<file path="src/rtl/nn_pkg.sv">
// nn_pkg: shared widths, sequencer state encoding and the result
// saturation helper for the fully-connected layer datapath.
//
// Contents:
//   ADDR_W, DATA_W, RESULT_W, OUT_ADDR_W, ACC_W  - datapath widths
//   seq_state_t                                  - layer_sequencer FSM states
//   saturate_acc()                               - clamp 40-bit acc to 17 bits
package nn_pkg;

    localparam int ADDR_W     = 11;
    localparam int DATA_W     = 16;
    localparam int RESULT_W   = 17;
    localparam int OUT_ADDR_W = 4;
    localparam int ACC_W      = 40;

    // Clamp bounds of the signed 17-bit result range
    localparam logic signed [ACC_W-1:0] SAT_MAX = 40'sd65535;
    localparam logic signed [ACC_W-1:0] SAT_MIN = -40'sd65536;

    typedef enum logic [2:0] {
        ST_IDLE  = 3'd0,
        ST_RUN   = 3'd1,
        ST_DRAIN = 3'd2,
        ST_WRITE = 3'd3,
        ST_DONE  = 3'd4
    } seq_state_t;

    // Saturate a signed accumulator value into the signed 17-bit result range
    function automatic logic [RESULT_W-1:0] saturate_acc(input logic signed [ACC_W-1:0] acc_value);
        logic [RESULT_W-1:0] sat_value;
        if (acc_value > SAT_MAX) begin
            sat_value = 17'h0FFFF;
        end else if (acc_value < SAT_MIN) begin
            sat_value = 17'h10000;
        end else begin
            sat_value = acc_value[RESULT_W-1:0];
        end
        return sat_value;
    endfunction

endpackage

</file>
<file path="src/rtl/mac_unit.sv">
// mac_unit: signed 16x16 multiply-accumulate with a 40-bit accumulator,
// saturation to 17 bits and an optional ReLU on the saturated result.
//
// Ports:
//   clk, rst     - clock, synchronous active-high reset
//   clr          - clear the accumulator on this edge (has priority over en)
//   en           - add pixel_data*weight_data into the accumulator
//   pixel_data   - signed 16-bit pixel
//   weight_data  - signed 16-bit weight
//   result       - saturated (and optionally rectified) value of the
//                  accumulator *including* the product being added this
//                  cycle, so the caller can register it on the edge that
//                  folds in the last product.
//
// Build option: define LAYER_SEQ_RELU_EN to replace negative results by 0.
module mac_unit
    import nn_pkg::*;
(
    input  logic                clk,
    input  logic                rst,
    input  logic                clr,
    input  logic                en,
    input  logic [DATA_W-1:0]   pixel_data,
    input  logic [DATA_W-1:0]   weight_data,
    output logic [RESULT_W-1:0] result
);

    logic signed [2*DATA_W-1:0] pixel_ext_s;
    logic signed [2*DATA_W-1:0] weight_ext_s;
    logic signed [2*DATA_W-1:0] product_s;
    logic signed [ACC_W-1:0]    product_ext_s;
    logic signed [ACC_W-1:0]    acc_next_s;
    logic signed [ACC_W-1:0]    acc_r;
    logic [RESULT_W-1:0]        sat_s;

    // Multiply-add and saturation of the next accumulator value
    always_comb begin
        pixel_ext_s   = {{DATA_W{pixel_data[DATA_W-1]}}, pixel_data};
        weight_ext_s  = {{DATA_W{weight_data[DATA_W-1]}}, weight_data};
        // A 16x16 signed product always fits in 32 bits, so truncation is exact
        product_s     = pixel_ext_s * weight_ext_s;
        product_ext_s = {{(ACC_W-2*DATA_W){product_s[2*DATA_W-1]}}, product_s};
        if (en) begin
            acc_next_s = acc_r + product_ext_s;
        end else begin
            acc_next_s = acc_r;
        end
        sat_s = saturate_acc(acc_next_s);
    end

`ifdef LAYER_SEQ_RELU_EN
    // Rectify: negative saturated results become zero
    always_comb begin
        if (sat_s[RESULT_W-1]) begin
            result = {RESULT_W{1'b0}};
        end else begin
            result = sat_s;
        end
    end
`else
    // Signed saturated result passes through unchanged
    always_comb begin
        result = sat_s;
    end
`endif

    // Accumulator register with clear priority over accumulate
    always_ff @(posedge clk) begin
        if (rst) begin
            acc_r <= 40'sd0;
        end else if (clr) begin
            acc_r <= 40'sd0;
        end else begin
            acc_r <= acc_next_s;
        end
    end

endmodule

</file>
<file path="src/rtl/layer_sequencer.sv">
// layer_sequencer: runs one fully-connected layer over the pixel and weight
// RAMs. On start_calc it reads NUM_IN pixel/weight pairs per output neuron,
// accumulates their signed products in mac_unit, writes each saturated
// result to output slot o, and pulses done_calc after the last neuron.
//
// Ports:
//   clk, rst                      - clock, synchronous active-high reset
//   start_calc                    - start request, honoured only in IDLE
//   pixel_data, weight_data       - RAM read data, valid one cycle after rd_en
//   pixel_address, weight_address - RAM read addresses
//   rd_en                         - read strobe for both RAMs
//   result_output, output_address - neuron result and its slot index
//   result_valid                  - one-cycle write strobe per neuron
//   done_calc                     - one-cycle completion pulse
//   busy                          - high whenever the FSM is not IDLE
//
// Build option: LAYER_SEQ_RELU_EN (see mac_unit) rectifies results.
module layer_sequencer
    import nn_pkg::*;
#(
    parameter int NUM_IN  = 64,
    parameter int NUM_OUT = 10
) (
    input  logic                  clk,
    input  logic                  rst,
    input  logic                  start_calc,
    input  logic [DATA_W-1:0]     pixel_data,
    input  logic [DATA_W-1:0]     weight_data,
    output logic [ADDR_W-1:0]     pixel_address,
    output logic [ADDR_W-1:0]     weight_address,
    output logic                  rd_en,
    output logic [RESULT_W-1:0]   result_output,
    output logic [OUT_ADDR_W-1:0] output_address,
    output logic                  result_valid,
    output logic                  done_calc,
    output logic                  busy
);

    localparam logic [ADDR_W-1:0]     LAST_I  = ADDR_W'(NUM_IN - 1);
    localparam logic [ADDR_W-1:0]     IN_STEP = ADDR_W'(NUM_IN);
    localparam logic [OUT_ADDR_W-1:0] LAST_O  = OUT_ADDR_W'(NUM_OUT - 1);

    seq_state_t            state_r;
    logic [ADDR_W-1:0]     i_r;
    logic [OUT_ADDR_W-1:0] o_r;
    // o_r*NUM_IN, kept as a running base so no multiplier is needed
    logic [ADDR_W-1:0]     wbase_r;
    logic                  data_vld_r;
    logic                  acc_clr_s;
    logic [RESULT_W-1:0]   mac_result_s;

    mac_unit u_mac (
        .clk         (clk),
        .rst         (rst),
        .clr         (acc_clr_s),
        .en          (data_vld_r),
        .pixel_data  (pixel_data),
        .weight_data (weight_data),
        .result      (mac_result_s)
    );

    // Accumulator clear on every edge that enters RUN for a new neuron
    always_comb begin
        acc_clr_s = 1'b0;
        case (state_r)
            ST_IDLE: begin
                if (start_calc) begin
                    acc_clr_s = 1'b1;
                end else begin
                    acc_clr_s = 1'b0;
                end
            end
            ST_WRITE: begin
                if (o_r != LAST_O) begin
                    acc_clr_s = 1'b1;
                end else begin
                    acc_clr_s = 1'b0;
                end
            end
            default: acc_clr_s = 1'b0;
        endcase
    end

    // Sequencer FSM; outputs are registered and loaded one edge ahead so
    // that they are valid in the cycle of the state they belong to.
    always_ff @(posedge clk) begin
        if (rst) begin
            state_r        <= ST_IDLE;
            i_r            <= 11'd0;
            o_r            <= 4'd0;
            wbase_r        <= 11'd0;
            data_vld_r     <= 1'b0;
            pixel_address  <= 11'd0;
            weight_address <= 11'd0;
            rd_en          <= 1'b0;
            result_output  <= 17'd0;
            output_address <= 4'd0;
            result_valid   <= 1'b0;
            done_calc      <= 1'b0;
            busy           <= 1'b0;
        end else begin
            // Read data returns one cycle after the strobe
            data_vld_r   <= rd_en;
            result_valid <= 1'b0;
            done_calc    <= 1'b0;
            case (state_r)
                ST_IDLE: begin
                    if (start_calc) begin
                        state_r        <= ST_RUN;
                        i_r            <= 11'd0;
                        o_r            <= 4'd0;
                        wbase_r        <= 11'd0;
                        pixel_address  <= 11'd0;
                        weight_address <= 11'd0;
                        rd_en          <= 1'b1;
                        busy           <= 1'b1;
                    end else begin
                        state_r <= ST_IDLE;
                    end
                end
                ST_RUN: begin
                    if (i_r == LAST_I) begin
                        state_r <= ST_DRAIN;
                        rd_en   <= 1'b0;
                    end else begin
                        i_r            <= i_r + 11'd1;
                        pixel_address  <= i_r + 11'd1;
                        weight_address <= wbase_r + i_r + 11'd1;
                        rd_en          <= 1'b1;
                    end
                end
                ST_DRAIN: begin
                    // The last product is folded in on this edge; mac_result_s
                    // already includes it, so capture it now for WRITE.
                    state_r        <= ST_WRITE;
                    result_output  <= mac_result_s;
                    output_address <= o_r;
                    result_valid   <= 1'b1;
                end
                ST_WRITE: begin
                    if (o_r == LAST_O) begin
                        state_r   <= ST_DONE;
                        done_calc <= 1'b1;
                    end else begin
                        state_r        <= ST_RUN;
                        o_r            <= o_r + 4'd1;
                        i_r            <= 11'd0;
                        wbase_r        <= wbase_r + IN_STEP;
                        pixel_address  <= 11'd0;
                        weight_address <= wbase_r + IN_STEP;
                        rd_en          <= 1'b1;
                    end
                end
                ST_DONE: begin
                    state_r <= ST_IDLE;
                    busy    <= 1'b0;
                end
                default: begin
                    state_r <= ST_IDLE;
                    rd_en   <= 1'b0;
                    busy    <= 1'b0;
                end
            endcase
        end
    end

endmodule
</file>
<file path="config.mk">
export PLATFORM = sky130hd
export DESIGN_NAME = layer_sequencer
export DESIGN_NICKNAME = d
export VERILOG_FILES = /design/src/rtl/nn_pkg.sv /design/src/rtl/mac_unit.sv /design/src/rtl/layer_sequencer.sv
export SDC_FILE = /design/constraint.sdc
export NUM_CORES = 1
export LEC_CHECK = 0
export CORE_ASPECT_RATIO = 1.75
export CORE_MARGIN = 2
export CORE_UTILIZATION = 58
export CTS_CLUSTER_SIZE = 16
export DETAILED_ROUTE_END_ITERATION = 10
export GPL_TIMING_DRIVEN = 0
export PLACE_DENSITY = 0.87
export SLEW_MARGIN = 20
export SYNTH_ARGS = -nofsm -noshare
export SYNTH_HDL_FRONTEND = slang
export SYNTH_SLANG_ARGS = --single-unit
</file>
<file path="constraint.sdc">
create_clock -name clk -period 8.4 [get_ports clk]
set_clock_uncertainty 0.1 [all_clocks]
set_input_delay 1.68 -clock clk [delete_from_list [all_inputs] [get_ports clk]]
set_output_delay 1.68 -clock clk [all_outputs]
set_load 0.005 [all_outputs]
</file>
==> impl_results.md, run 1 <==
- Row count: 83
- Global route overflow: 0
- Routed Antenna Nets: 0
- PnR worst setup slack: -0.201 ns
- Final wirelength: 55.5 mm
- Vias in the first global route: 16200
- DRT iter0 DRCs: 1111
- 1st-pass router iterations: 6
- CTS H-tree lvls: 3
- CP Buf/Inv Count: 9
- Worst path required time: 8.52 ns
- WHS: 0.359 ns
- Min Tclk post-route: 8.60 ns
- Register area share after synthesis: 11.6%
- Area leader, netlist: fa_1
- Critical path depth in cells: 28
- DRC violations left: 0
- Hold path depth: 2
- Final worst path period share: 102%
- Final net count: 2616
- Die area: 31200 µm²
- Hold crit path type: flop to flop
- CP top delay family: adder cells
- Largest net degree at the start of global routing: 22
- Sink Count: 100
- Post-Synthesis Cells: 1950
- Syn Nets: 2441
- Critical setup path kind: input port to flop
- Top-area cell type share of the netlist area: 38.3%
- Clock Pin Slew Worst Setup and Hold Paths: 0.07 ns
- Largest stage delay, worst path: 0.57 ns
- DP Worst Slack: -2.26 ns
- Setup TNS: -2.97 ns
- Initial antenna violation count: 1
- Syn Area/Cell: 8.85 µm²
- Initial core utilization: 58.9%
- DP Wirelength: 40.2 mm
- Gr usage total: 35.2%
- Synthesis-to-finish area growth: 20.9%
- Routability cong.: 0.982
- First-pass GRT wire length: 84.2 mm
- Violated checks: setup timing
- Worst skew pair latency: 0.35 ns
- Die Wd: 134 µm
- F_max: 0.116 GHz
- Core area: 29300 µm²
- Port-buffer cells: 81
- Dominant cells by area after synthesis: fa_1 38%, dfxtp_1 12%, inv_1 9.2%
- Via/cell ratio: 6.03
- Crit start category: input port
- Top cell by count, worst path: fa_1
- Proportion of layout cells with a drive suffix above 1: 15.2%
- Max-cap violation count: 0
- Top-Level Pins: 82
- Root buf cell: clkbuf_16
- CTS tree: done
- Placed Area: 18600 µm²
- DR WL/cell: 22.1 µm
- Count of cell types in the netlist: 78
- Die height: 232 µm
- Most used DFF post-synth: dfxtp_1
- # setup viols final: 16
- Peak fanout along the critical path: 8
- Number of synthesized flops with an enable pin: 0
- Vias: 15200
- CP max-delay cell: fa_1
- Worst-margin pin slew: 0.801 ns
- Relative slew slack: 46.6%
- Warnings from Yosys: 0
- # hold bufs at CTS: 0
- Crit. End Element: flop
- FFs w/ async S/R, synth: 0%
- TritonCTS buffer count: 9
- Reg2reg path depth: 23
- Worst-case clock buffer depth: 2
- Mapped cell area: 17300 µm²
- Outcome: finished with violations
- RSZ-0062 raised after global routing: yes
- Post-synthesis register bit count: 100
- Pins Over Slew Limit: 0
- Layout filler cell count: 2041
- Hold Fails Final Rpt: 0
- Post-route cell area: 20900 µm²
- Crit path arrival time: 8.72 ns
==> stage by stage <==
stage | utilization [%] | std cells
floorplan | - | 1950
global placement | 63.4 | 2413
detailed placement | 63.4 | 2413
CTS | 69.6 | 2497
global route | 71.2 | 2512
finish | 71.2 | 2514
==> repair_timing <==
| action | in CTS | in global routing |
|---|---|---|
| resized for setup | 416 | 73 |
| gates cloned | 5 | 0 |
| endpoints found under the setup margin | 32 | 16 |
| setup buffers | 67 | 17 |
| pin swaps | 58 | 83 |
==> area by class of cell <==
cell class                 instances  area, µm²  share of cell area (%)
antenna                            2       5.00                  0.0240
buffer                            67        749                    3.59
clock buffer                       9        225                    1.08
clock inverter                     7       67.6                   0.324
inverter                         422       1590                    7.64
multi-input combinational       1355      14200                    67.9
sequential                       100       2000                    9.60
tap                              382        478                    2.29
timing repair buffer             169       1580                    7.56
timing repair inverter             1       7.51                  0.0360
==> cells in the mapped netlist (all sizes together), types with 12 or more instances <==
library cell / instances
xnor2: 30
nand4: 12
or3: 13
dfxtp: 100
and2: 124
nand2: 197
xor2: 18
mux2i: 19
inv: 421
nand3: 16
buf: 15
a31oi: 12
a21o: 19
or2: 13
o21ai: 37
nor4: 13
nor2b: 18
nor2: 128
clkbuf: 58
fa: 330
o21bai: 13
ha: 126
a21oi: 73
==> worst reg2reg max path, cell delays in order, from the launching register on <==
cell and delay, ns:
dfxtp_1 0.37, inv_1 0.07, fa_1 0.52, inv_1 0.07, fa_1 0.53, fa_1 0.46
fa_1 0.59, inv_1 0.07, fa_1 0.48, inv_1 0.05, ha_1 0.29, buf_4 0.18
a21oi_1 0.26, o211ai_1 0.17, a41oi_2 0.26, or2_2 0.19, and3_4 0.22, o31a_1 0.29
o221ai_2 0.19, nor4_4 0.31, nand4_1 0.26, o21ai_4 0.30, buf_12 0.16, o32ai_1 0.09
==> routing by layer <==
| layer | global-route usage, % | share of wire, % | vias up |
|---|---|---|---|
| met5 | 0 | 0 | - |
| met4 | 30.5 | 11 | 0 |
| met3 | 5.74 | 6.8 | 423 |
| met2 | 64.2 | 51 | 930 |
| met1 | 33.6 | 30 | 7388 |
| li1 | - | - | 6415 |
==> layout by cell type, fill, tap and decap left out, types with 14 or more instances in the layout <==
master,Yosys,routed
clkdlybuf4s50_1,0,50
xnor2_1,30,29
dfxtp_1,100,100
o21ai_0,31,22
ha_1,126,105
inv_1,421,404
clkbuf_16,0,23
ha_4,0,18
a21oi_1,73,60
fa_1,330,317
buf_6,3,19
clkbuf_1,58,24
a21o_1,19,19
nand3_1,16,14
mux2i_1,19,19
nor2_1,128,126
buf_4,3,87
inv_2,0,14
nor2b_1,18,18
and2_1,123,117
xor2_1,18,17
nand2_1,196,184
==> state kept, by name, summed over array words and instances, names as in the netlist <==
signal / count
rd_en: 1
data_vld_r: 1
u_mac.acc_r: 40
result_output: 17
state_r: 3
busy: 1
o_r: 4
done_calc: 1
output_address: 4
i_r: 11
wbase_r: 5
result_valid: 1
weight_address: 11
==> kinds of logic after synthesis <==
logic type	count (synthesis)	share of synthesized area, %
buffers and inverters	495	11.0
flip-flops	100	11.6
AND/OR/NAND/NOR	585	16.6
XOR/XNOR	48	2.44
AO/OA/AOI/OAI	245	9.72
adder cells (fa/ha/maj)	456	47.4
multiplexers	21	1.23
==> worst paths after layout <==
kind / start / to / slack (ns)
max: weight_data[6] / result_output[5] / -0.20
min: output_address[1] / output_address[1] / 0.36
max reg2reg: u_mac.acc_r[15] / result_output[5] / 1.79
min reg2reg: output_address[1] / output_address[1] / 0.36
Power of run 1 is not shown: default switching activity piles up to over one toggle a cycle in this logic, so the estimate is an artifact.
==> inputs of run 2 (changes only) <==
Settings changed: CORE_UTILIZATION 58 to 64, PLACE_DENSITY 0.87 to 0.91.
Clock period 8.4 ns to 9.4 ns, I/O delays scaled along.
==> run 2 against run 1 <==
  * The flow now finishes without violations
  * Final cell count down 5.0%
  * Worst hold slack hardly changed
  * First-iteration DRC count fell by 19%
  * Via count down 7.0%
  * Global-route usage hardly changed
  * Worst setup slack improved by 0.31 ns
==> impl_results.md, run 2 (same netlist as run 1, synthesis figures left out) <==
- Peak fanout along the critical path: 10
- Largest regs: u_mac.acc_r x40, result_output x17
- Die height: 221 µm
- Cells after DPL: 2355
- Final wirelength: 47.8 mm
- Largest stage delay, worst path: 0.55 ns
- DR WL/cell: 20.0 µm
- Post-Layout Cell Count: 2388
- Initial core utilization: 64.9%
- Max FFs per register: 40
- Root buf cell: clkbuf_16
- Post-route cell area: 19100 µm²
- Most common cell after layout, fill and taps aside: inv_1
- Core area: 26600 µm²
- Reg2reg start: u_mac.acc_r[15]
- Outcome: finished, final reports clean
- Max-cap violation count: 0
- Hold path startpoint: output_address[1]
- WHS: 0.360 ns
- Layout filler cell count: 1910
- TritonCTS buffer count: 9
- Routability cong.: 0.971
- # setup viols final: 0
- Final core utilization: 71.8%
- Biggest register: u_mac.acc_r
- Relative slew slack: 46.5%
- Top cell by count, worst path: fa_1
- Placed Area: 18500 µm²
- Final net count: 2550
- Worst path required time: 9.52 ns
- Hold Fails Final Rpt: 0
- Row count: 79
- Vias: 14100
- Gr usage total: 35.2%
- Vias in the first global route: 15600
- Worst-margin pin slew: 0.795 ns
- CTS H-tree lvls: 3
- Commonest cells after routing, fill and taps aside: 418 x inv_1, 325 x fa_1, 195 x nand2_1
- ANT cells: 0
- Top-Level Pins: 82
- Crit. End Element: flop
- Largest net degree at the start of global routing: 24
- Port-buffer cells: 81
- Die area: 28300 µm²
- CP max-delay cell: fa_1
- Initial antenna violation count: 0
- First-pass GRT wire length: 77.7 mm
- Min Tclk post-route: 9.29 ns
- Routed Antenna Nets: 0
- Worst-case clock buffer depth: 2
- # hold bufs at CTS: 0
- Crit path arrival time: 9.41 ns
- Die Wd: 128 µm
- DRT iter0 DRCs: 901
- Reg2reg path depth: 22
- DP Wirelength: 40.6 mm
- 1st-pass router iterations: 5
- Proportion of layout cells with a drive suffix above 1: 6.88%
- CP startpoint: pixel_data[7]
- Final worst path period share: 98.8%
- Hold path depth: 2
- Sink Count: 100
- Worst skew pair latency: 0.35 ns
- Synthesis-to-finish area growth: 10.7%
- Pins Over Slew Limit: 0
- Global route overflow: 0
- Critical setup path kind: input port to flop
- Crit start category: input port
- Via/cell ratio: 5.90
- CTS tree: done
- F_max: 0.108 GHz
- Hold crit path type: flop to flop
- Clock Pin Slew Worst Setup and Hold Paths: 0.07 ns
- DRC violations left: 0
## run 2: repair_timing
item / 4_1_cts / 5_1_grt
resized for setup: 80 / 85
setup endpoints to repair: 25 / 16
pin swaps: 9 / 11
gates cloned: 0 / 1
setup buffers: 7 / 12
## run 2: final cells by class
cell class | instances | area, µm² | area share (%)
repair buffers | 100 | 917 | 4.80
inverters | 422 | 1590 | 8.32
well taps | 324 | 405 | 2.12
plain buffers | 70 | 417 | 2.18
repair inverters | 1 | 5.00 | 0.0262
flip-flops and latches | 100 | 2000 | 10.5
clock inverters | 5 | 41.3 | 0.216
clock buffers | 11 | 243 | 1.27
multi-input cells | 1355 | 13500 | 70.6
## run 2: per-stage QoR
stage               TNS (ns)  worst slack, ns
finish                     0            0.109
CTS                        0          0.00834
detailed placement    -33.09            -1.74
global route        -0.00322         -0.00322
floorplan                  0            0.501
global placement      -30.06            -1.60
## run 2: worst max-delay path: cells and delay by family
family,cells,cell delay (ns)
adders and majority gates,7,3.37
AOI/OAI and AO/OA,5,1.38
buffers and inverters,9,1.38
and+or+nand+nor,6,1.37
## run 2: worst paths after layout
path,end,slack [ns]
setup / recovery,result_output[0],0.11
hold / removal,output_address[1],0.36
setup reg to reg,result_output[0],2.84
hold reg to reg,output_address[1],0.36
## run 2: layer usage
metal  routed length (µm)  GRT usage (%)
met4                 4600           27.0
met2                25400           64.2
met3                 2320           3.48
met1                15500           36.2
met5                    0              0
Power of run 2 is left out for the same reason.
